File: src/rtl/jtag_tap_target.sv
// JTAG TAP target: 16-state TAP controller, parameterised IR, and BYPASS/USER/BSR
// data registers. TAP state, decoded instruction and update strobes are exposed for checking.
module jtag_tap_target #(
  parameter int IR_WIDTH      = 5,
  parameter int DR_WIDTH      = 32,
  parameter int BSR_WIDTH     = 16,
  parameter int BYPASS_OPCODE = 0,
  parameter int USER_OPCODE   = 1,
  parameter int BSR_OPCODE    = 6
) (
  input  logic                 clk,
  input  logic                 reset,
  input  logic                 tms,
  input  logic                 tdi,
  output logic                 tdo,
  output logic                 tdoEnable,
  output logic [3:0]           tapState,
  output logic [IR_WIDTH-1:0]  instruction,
  input  logic [DR_WIDTH-1:0]  userDataIn,
  output logic [DR_WIDTH-1:0]  userDataOut,
  input  logic [BSR_WIDTH-1:0] bsrIn,
  output logic [BSR_WIDTH-1:0] bsrOut,
  output logic                 updateIrPulse,
  output logic                 updateDrPulse
);

  localparam logic [3:0] S_RESET  = 4'd0;
  localparam logic [3:0] S_IDLE   = 4'd1;
  localparam logic [3:0] S_SELDR  = 4'd2;
  localparam logic [3:0] S_SELIR  = 4'd3;
  localparam logic [3:0] S_CAPIR  = 4'd4;
  localparam logic [3:0] S_SHIR   = 4'd5;
  localparam logic [3:0] S_E1IR   = 4'd6;
  localparam logic [3:0] S_PIR    = 4'd7;
  localparam logic [3:0] S_E2IR   = 4'd8;
  localparam logic [3:0] S_UPIR   = 4'd9;
  localparam logic [3:0] S_CAPDR  = 4'd10;
  localparam logic [3:0] S_SHDR   = 4'd11;
  localparam logic [3:0] S_E1DR   = 4'd12;
  localparam logic [3:0] S_PDR    = 4'd13;
  localparam logic [3:0] S_E2DR   = 4'd14;
  localparam logic [3:0] S_UPDR   = 4'd15;

  localparam logic [IR_WIDTH-1:0] OP_BYPASS = IR_WIDTH'(BYPASS_OPCODE);
  localparam logic [IR_WIDTH-1:0] OP_USER   = IR_WIDTH'(USER_OPCODE);
  localparam logic [IR_WIDTH-1:0] OP_BSR    = IR_WIDTH'(BSR_OPCODE);
  localparam logic [IR_WIDTH-1:0] IR_CAPTURE = IR_WIDTH'(1);

  logic [3:0]           state_q, state_d;
  logic [IR_WIDTH-1:0]  ir_sr_q, ir_sr_d;
  logic [IR_WIDTH-1:0]  instr_q, instr_d;
  logic [DR_WIDTH-1:0]  user_sr_q, user_sr_d;
  logic [DR_WIDTH-1:0]  user_out_q, user_out_d;
  logic [BSR_WIDTH-1:0] bsr_sr_q, bsr_sr_d;
  logic [BSR_WIDTH-1:0] bsr_out_q, bsr_out_d;
  logic                 byp_q, byp_d;
  logic                 sel_user, sel_bsr;

  // USER wins if both opcodes alias after truncation; everything else is bypass.
  assign sel_user = (instr_q == OP_USER);
  assign sel_bsr  = (instr_q == OP_BSR) && !sel_user;

  always_comb begin
    state_d = state_q;
    case (state_q)
      S_RESET: state_d = tms ? S_RESET : S_IDLE;
      S_IDLE:  state_d = tms ? S_SELDR : S_IDLE;
      S_SELDR: state_d = tms ? S_SELIR : S_CAPDR;
      S_SELIR: state_d = tms ? S_RESET : S_CAPIR;
      S_CAPIR: state_d = tms ? S_E1IR  : S_SHIR;
      S_SHIR:  state_d = tms ? S_E1IR  : S_SHIR;
      S_E1IR:  state_d = tms ? S_UPIR  : S_PIR;
      S_PIR:   state_d = tms ? S_E2IR  : S_PIR;
      S_E2IR:  state_d = tms ? S_UPIR  : S_SHIR;
      S_UPIR:  state_d = tms ? S_SELDR : S_IDLE;
      S_CAPDR: state_d = tms ? S_E1DR  : S_SHDR;
      S_SHDR:  state_d = tms ? S_E1DR  : S_SHDR;
      S_E1DR:  state_d = tms ? S_UPDR  : S_PDR;
      S_PDR:   state_d = tms ? S_E2DR  : S_PDR;
      S_E2DR:  state_d = tms ? S_UPDR  : S_SHDR;
      S_UPDR:  state_d = tms ? S_SELDR : S_IDLE;
      default: state_d = S_RESET;
    endcase
  end

  always_comb begin
    ir_sr_d    = ir_sr_q;
    instr_d    = instr_q;
    user_sr_d  = user_sr_q;
    user_out_d = user_out_q;
    bsr_sr_d   = bsr_sr_q;
    bsr_out_d  = bsr_out_q;
    byp_d      = byp_q;
    // Synchronous entry into Reset matches async reset but keeps the parallel outputs.
    if (state_d == S_RESET) begin
      ir_sr_d   = '0;
      instr_d   = OP_BYPASS;
      user_sr_d = '0;
      bsr_sr_d  = '0;
      byp_d     = 1'b0;
    end else begin
      case (state_q)
        S_CAPIR: ir_sr_d = IR_CAPTURE;
        S_SHIR:  ir_sr_d = (ir_sr_q >> 1) | (IR_WIDTH'(tdi) << (IR_WIDTH - 1));
        S_UPIR:  instr_d = ir_sr_q;
        S_CAPDR: begin
          if (sel_user)     user_sr_d = userDataIn;
          else if (sel_bsr) bsr_sr_d  = bsrIn;
          else              byp_d     = 1'b0;
        end
        S_SHDR: begin
          if (sel_user)     user_sr_d = (user_sr_q >> 1) | (DR_WIDTH'(tdi) << (DR_WIDTH - 1));
          else if (sel_bsr) bsr_sr_d  = (bsr_sr_q >> 1) | (BSR_WIDTH'(tdi) << (BSR_WIDTH - 1));
          else              byp_d     = tdi;
        end
        S_UPDR: begin
          if (sel_user)     user_out_d = user_sr_q;
          else if (sel_bsr) bsr_out_d  = bsr_sr_q;
        end
        default: ;
      endcase
    end
  end

  always_ff @(posedge clk or posedge reset) begin
    if (reset) begin
      state_q    <= S_RESET;
      ir_sr_q    <= '0;
      instr_q    <= OP_BYPASS;
      user_sr_q  <= '0;
      user_out_q <= '0;
      bsr_sr_q   <= '0;
      bsr_out_q  <= '0;
      byp_q      <= 1'b0;
    end else begin
      state_q    <= state_d;
      ir_sr_q    <= ir_sr_d;
      instr_q    <= instr_d;
      user_sr_q  <= user_sr_d;
      user_out_q <= user_out_d;
      bsr_sr_q   <= bsr_sr_d;
      bsr_out_q  <= bsr_out_d;
      byp_q      <= byp_d;
    end
  end

  always_comb begin
    tdo = 1'b0;
    if (state_q == S_SHIR) begin
      tdo = ir_sr_q[0];
    end else if (state_q == S_SHDR) begin
      if (sel_user)     tdo = user_sr_q[0];
      else if (sel_bsr) tdo = bsr_sr_q[0];
      else              tdo = byp_q;
    end
  end

  assign tdoEnable     = (state_q == S_SHIR) || (state_q == S_SHDR);
  assign tapState      = state_q;
  assign instruction   = instr_q;
  assign userDataOut   = user_out_q;
  assign bsrOut        = bsr_out_q;
  assign updateIrPulse = (state_q == S_UPIR);
  assign updateDrPulse = (state_q == S_UPDR);

endmodule

File: config.mk
export PLATFORM = sky130hd
export DESIGN_NAME = jtag_tap_target
export DESIGN_NICKNAME = d
export VERILOG_FILES = /design/src/rtl/jtag_tap_target.sv
export SDC_FILE = /design/constraint.sdc
export NUM_CORES = 1
export LEC_CHECK = 0
export CAP_MARGIN = 20
export CORE_AREA = 2 2 109 111
export DETAILED_ROUTE_END_ITERATION = 10
export DIE_AREA = 0 0 111 113
export HOLD_SLACK_MARGIN = 0.05
export PLACE_DENSITY = 0.74
export RECOVER_POWER = 50
export SYNTH_ARGS = -nofsm -noshare
export SYNTH_HDL_FRONTEND = slang
export SYNTH_SLANG_ARGS = --single-unit
File: constraint.sdc
create_clock -name clk -period 3.4 [get_ports clk]
set_input_delay 0.68 -clock clk [delete_from_list [all_inputs] [get_ports clk]]
set_output_delay 0.68 -clock clk [all_outputs]
set_load 0.02 [all_outputs]
-- Yosys cells after proc, flatten, opt, wreduce, memory -nomap -nowiden
Cells that the tools add are included.
- bits in registers: 111
- latch bits: 0
- memory bits (writable): 0
- memory bits (read-only): 0
- input port bits: 52
- output and inout bits: 61
- logic and storage cells: 91
- memories kept: 0
- add/sub/neg operators: 0
- multiply operators: 0
- divide/modulo/power cells: 0
- order comparisons: 0
- eq/ne operators: 25
- shift-type cells: 0
- mux-type cells: 37
- bitwise gates (word level): 5
- reductions and logical operators: 16
- operators with widths (kind ; number):
    $mux W32 ; 3
    $mux W16 ; 5
    $pmux W32 S2 ; 1
    $pmux W4 S12 ; 1
    $eq A4 B4 Y1 const B ; 8
    $or A31 B32 Y32 ; 1
    $pmux W16 S2 ; 1
    $ne A3 B3 Y1 const B ; 8
    $eq A4 B3 Y1 const B ; 4
    $mux W4 ; 4
    $or A15 B16 Y16 ; 1
    $mux W5 ; 3
    $mux W1 ; 10
    $pmux W5 S2 ; 1
    $reduce_and A5 Y1 ; 2
    $mux W3 ; 3
    $eq A4 B2 Y1 const B ; 2
    $logic_not A4 Y1 ; 2
    $mux W2 ; 4
    $reduce_and A3 Y1 ; 2
    $reduce_bool A3 Y1 ; 2
    $eq A5 B1 Y1 const B ; 1
    $eq A5 B3 Y1 const B ; 1
    $or A4 B5 Y5 ; 1
    other kinds (10) ; 12

-- Logic depth before layout (Yosys ltp)
- word-level depth: 7
- depth in mapped cells: 6
- gate-level depth less buffers: 4

-- Worst setup path after synthesis
OpenSTA, ideal clock, no wires.
- kind: reg-to-output
- from: register instr_q[3] (netlist: instruction[3])
- to: output tdo
- arrival time: 1.960 ns
- required time: 2.720 ns
- slack: 0.760 ns
- stages on the path, launching flop included: 5
- path buffers: 0
- cell sequence: dfrtp_1 > or2_1 > or4b_1 > o211a_1 > o31ai_1
- word-level cells in the longest chain between the ends: 7
- elaborated cells on any way between the ends: 8
- those cells by class: eq/ne: 2; mux: 4; reduce/logical: 2
- RTL lines (element ; line ; source):
    from (decl) ; 51 ; logic [IR_WIDTH-1:0] instr_q, instr_d;
    from (signal assigned) ; 138 ; instr_q <= instr_d;
    $eq A5 B1 Y1 ; 60 ; assign sel_user = (instr_q == OP_USER);
    $logic_not A1 Y1 ; 61 ; assign sel_bsr = (instr_q == OP_BSR) && !sel_user;
    $logic_and A1 B1 Y1 ; 61 ;
    $mux W1 ; 153 ; else if (sel_bsr) tdo = bsr_sr_q[0];
    $mux W1 (*) ; 152 ; if (sel_user) tdo = user_sr_q[0];
    $mux W1 (*) ; 151 ; end else if (state_q == S_SHDR) begin
    $mux W1 (*) ; 149 ; if (state_q == S_SHIR) begin
    to (decl) ; 15 ; output logic tdo,
Mark *: on every way between the ends. The rest lies on a longest branch, timed or not.

-- Final worst setup path
- from: register state_q[0] (netlist: tapState[0])
- to: output updateIrPulse
- word-level cells in the longest chain between the ends: 1
- RTL lines (element ; line ; source):
    from (decl) ; 49 ; logic [3:0] state_q, state_d;
    from (signal assigned) ; 136 ; state_q <= state_d;
    $eq A4 B4 Y1 ; 163 ; assign updateIrPulse = (state_q == S_UPIR);
    to (decl) ; 23 ; output logic updateIrPulse,
No other way between the ends.

==> results by group <==
Run status
  – Status: finished, violations left
  – Violated checks: max-slew violations

Placement
  – Hpwl dp: 7443 µm
  – Post-DP Area: 6200 µm²
  – Post-Place Cells: 666
  – Gpl congestion: 0.7932
  – PortBufs: 112

Drt
  – Avg WL per Cell: 16.54 µm
  – DRC Markers: 0
  – Routed wl met2: 5094 µm
  – Vias per cell: 5.314
  – Antenna Violating Nets Remaining: 0
  – Metal-1 WL: 5195 µm
  – Max Used Layer: met4
  – Pre-antenna DRT Iters: 5
  – Met3 wire length: 858 µm
  – First DRT Iteration DRCs: 157
  – Detailed-route wire length: 11280 µm
  – Vias: 3624

Critical path
  – Crit Path Max Fanout: 14
  – Crit-path max cell delay: 0.69 ns
  – WP data required: 2.72 ns
  – Cell Chain, Critical Path: inv_1 -> nor3_4 -> clkdlybuf4s50_1
  – Critical Path End Type: output port
  – Critical path type: flip-flop to output port
  – Worst Path Buf+Inv: 2
  – Worst setup SP type: flip-flop
  – Worst Path Arrival: 2.37 ns
  – Family with the most delay on the worst path: buffers and inverters
  – Slowest CP cell: clkdlybuf4s50_1

Clock tree
  – Resize count post-CTS: 0
  – Setup repair bufs after CTS: 0
  – Clock root buffer: clkbuf_16
  – Clock Tree Buf Depth: 2
  – CTS Buf Count: 9
  – Hold Buf Count CTS: 0
  – Total clock sinks: 111
  – H-tree levels: 3
  – Clock transition at path regs: 0.08 ns
  – Worst skew pair latency: 0.35 ns
  – CTS tree: yes

GRT
  – Via count of the first global-routing pass: 3716
  – Initial antenna violation count: 0
  – Gr usage total: 18.48%
  – Total grt overflow: 0
  – First-pass GRT wire length: 18840 µm
  – Largest net degree at the start of global routing: 112

Logic synthesis
  – Post-Synth XOR/XNOR Area: 0.1750%
  – Mux cell area share after synthesis: 18.40%
  – Synth top area share: 55.51%
  – Main combinational cell family by area after synthesis: multiplexers
  – Primary FF master, synth: dfrtp_1
  – Cell taking the most area after synthesis: dfrtp_1
  – Top cells by area, synth: dfrtp_1, mux2_2, mux2i_1
  – Number of flops mapped to enable cells by yosys: 0
  – YS warnings: 0
  – Syn Nets: 488
  – Commonest cells post-synth: dfrtp_1, mux2_2, nand2_1
  – FF+latch count, synth: 111
  – Post-synthesis compound-gate area fraction: 8.877%
  – Leading cell type by number of instances after synthesis: dfrtp_1
  – Async set-reset flop share out of synthesis: 100.0%
  – Seq/Total Area, Yosys: 55.51%
  – Simple-Gate Fraction of Synth Area: 12.95%
  – Adder-cell share of the synthesized area: 0%
  – Synthesized area per cell: 11.48 µm²
  – Synthesized instance count: 436
  – Distinct cells, synth: 46
  – Synthesized cell area: 5004 µm²

Power and ir drop
  – Power, Total: 4443 µW
  – Pleak: 0.003124 µW
  – Power density over the cells: 686.5 nW/µm²
  – Peak supply drop: 0.4046 mV

Floorplanning
  – Core area: 11270 µm²
  – Rows: 39
  – Die X: 111 µm
  – Initial Utilization: 44.39%
  – Die ar.: 12540 µm²
  – DIE HEIGHT: 113 µm
  – Ports: 113

STA
  – RSZ-0062 raised after global routing: no
  – Period utilisation layout: 89.67%
  – Max Freq: 328.0 MHz
  – Sum Neg Setup Slack: 0 ns
  – Max Slew Vio Count: 111
  – Hold slack: 0.4869 ns
  – Slew HR: -2.146%
  – Clk_skew: 0.007833 ns
  – Final setup viols: 0
  – Measured slew at the worst slew-check pin: 1.532 ns
  – Hold Violations, Final: 0
  – Final min period: 3.049 ns

Job
  – Max Cap Viol: 0

Worst hold path
  – Hold Crit Class: flip-flop to flip-flop

Cells and area
  – Finished Cell Area: 6472 µm²
  – Fin nets: 586
  – Fin cells: 682
  – N_diodes: 0
  – Area Overhead vs Synth: 29.36%
  – Fraction of layout cells with a size suffix above 1: 14.47%
## registers in the layout (all words and copies together) (netlist names)
signal	cells
byp_q	1
bsr_sr_q	16
tapState	4
ir_sr_q	5
userDataOut	32
bsrOut	16
user_sr_q	32
instruction	5
## cells by family after synthesis
family,count (synthesis)
flip-flops,111
buffers and inverters,39
XOR/XNOR,1
AND/OR/NAND/NOR,129
AO/OA/AOI/OAI,70
multiplexers,86
## cell type report
cell class	instances	area [µm²]
multi-input cells	286	2019
fillers	950	4800
clock inverters	6	51.30
flip-flops and latches	111	2778
inverters	7	30.03
clock buffers	10	239.0
repair buffers	119	1176
well taps	143	178.9
## per-stage QoR
stage,setup slack [ns],utilization [%]
finish,0.3513,57.42
global route,0.2114,57.42
CTS,0.08740,57.58
detailed placement,0.4745,55.00
global placement,0.4925,55.00
floorplan,0.7603,-
## metal layers
layer	track usage, %	vias to the layer above
li1	-	1745
met1	25.28	1759
met2	28.34	110
met3	6.749	10
met4	4.417	0
met5	0	-
## placed cells by master, fill, tap and decap left out, drive strengths merged, types with 2 or more instances in the layout
cell           synthesis  final
a21oi                  5      5
a311oi                16     16
buf                   20      6
clkbuf                12     11
clkdlybuf4s50          0     93
clkinv                 0      3
dfrtp                111    111
dlygate4sd3            0     18
inv                    7      9
mux2                  48     48
mux2i                 38     38
nand2                 45     45
nand2b                 5      5
nand3                 35     35
nand4b                 2      2
nor2                  26     26
nor3                   5      5
nor4                   2      2
o21ai                 39     39
or2                    3      3
## final timing paths
path / from / depth (start not counted) / endpoint / slack [ns]
worst max register to register: tapState[1] / 5 / user_sr_q[11] / 1.02
worst max-delay path: tapState[0] / 3 / updateIrPulse / 0.35
min in group asynchronous: reset / 3 / userDataOut[26] / 1.33
max in group asynchronous: reset / 3 / bsr_sr_q[10] / 1.04
worst min-delay path: userDataOut[24] / 1 / userDataOut[24] / 0.49
worst min register to register: userDataOut[24] / 1 / userDataOut[24] / 0.49
## report_power, final
group / internal [µW] / switching [µW] / total, µW
registers: 1630 / 313 / 1940
clock network: 530 / 498 / 1030
logic: 687 / 788 / 1470
total: 2840 / 1600 / 4440
Note: power is estimated with default switching activity, not from simulation.
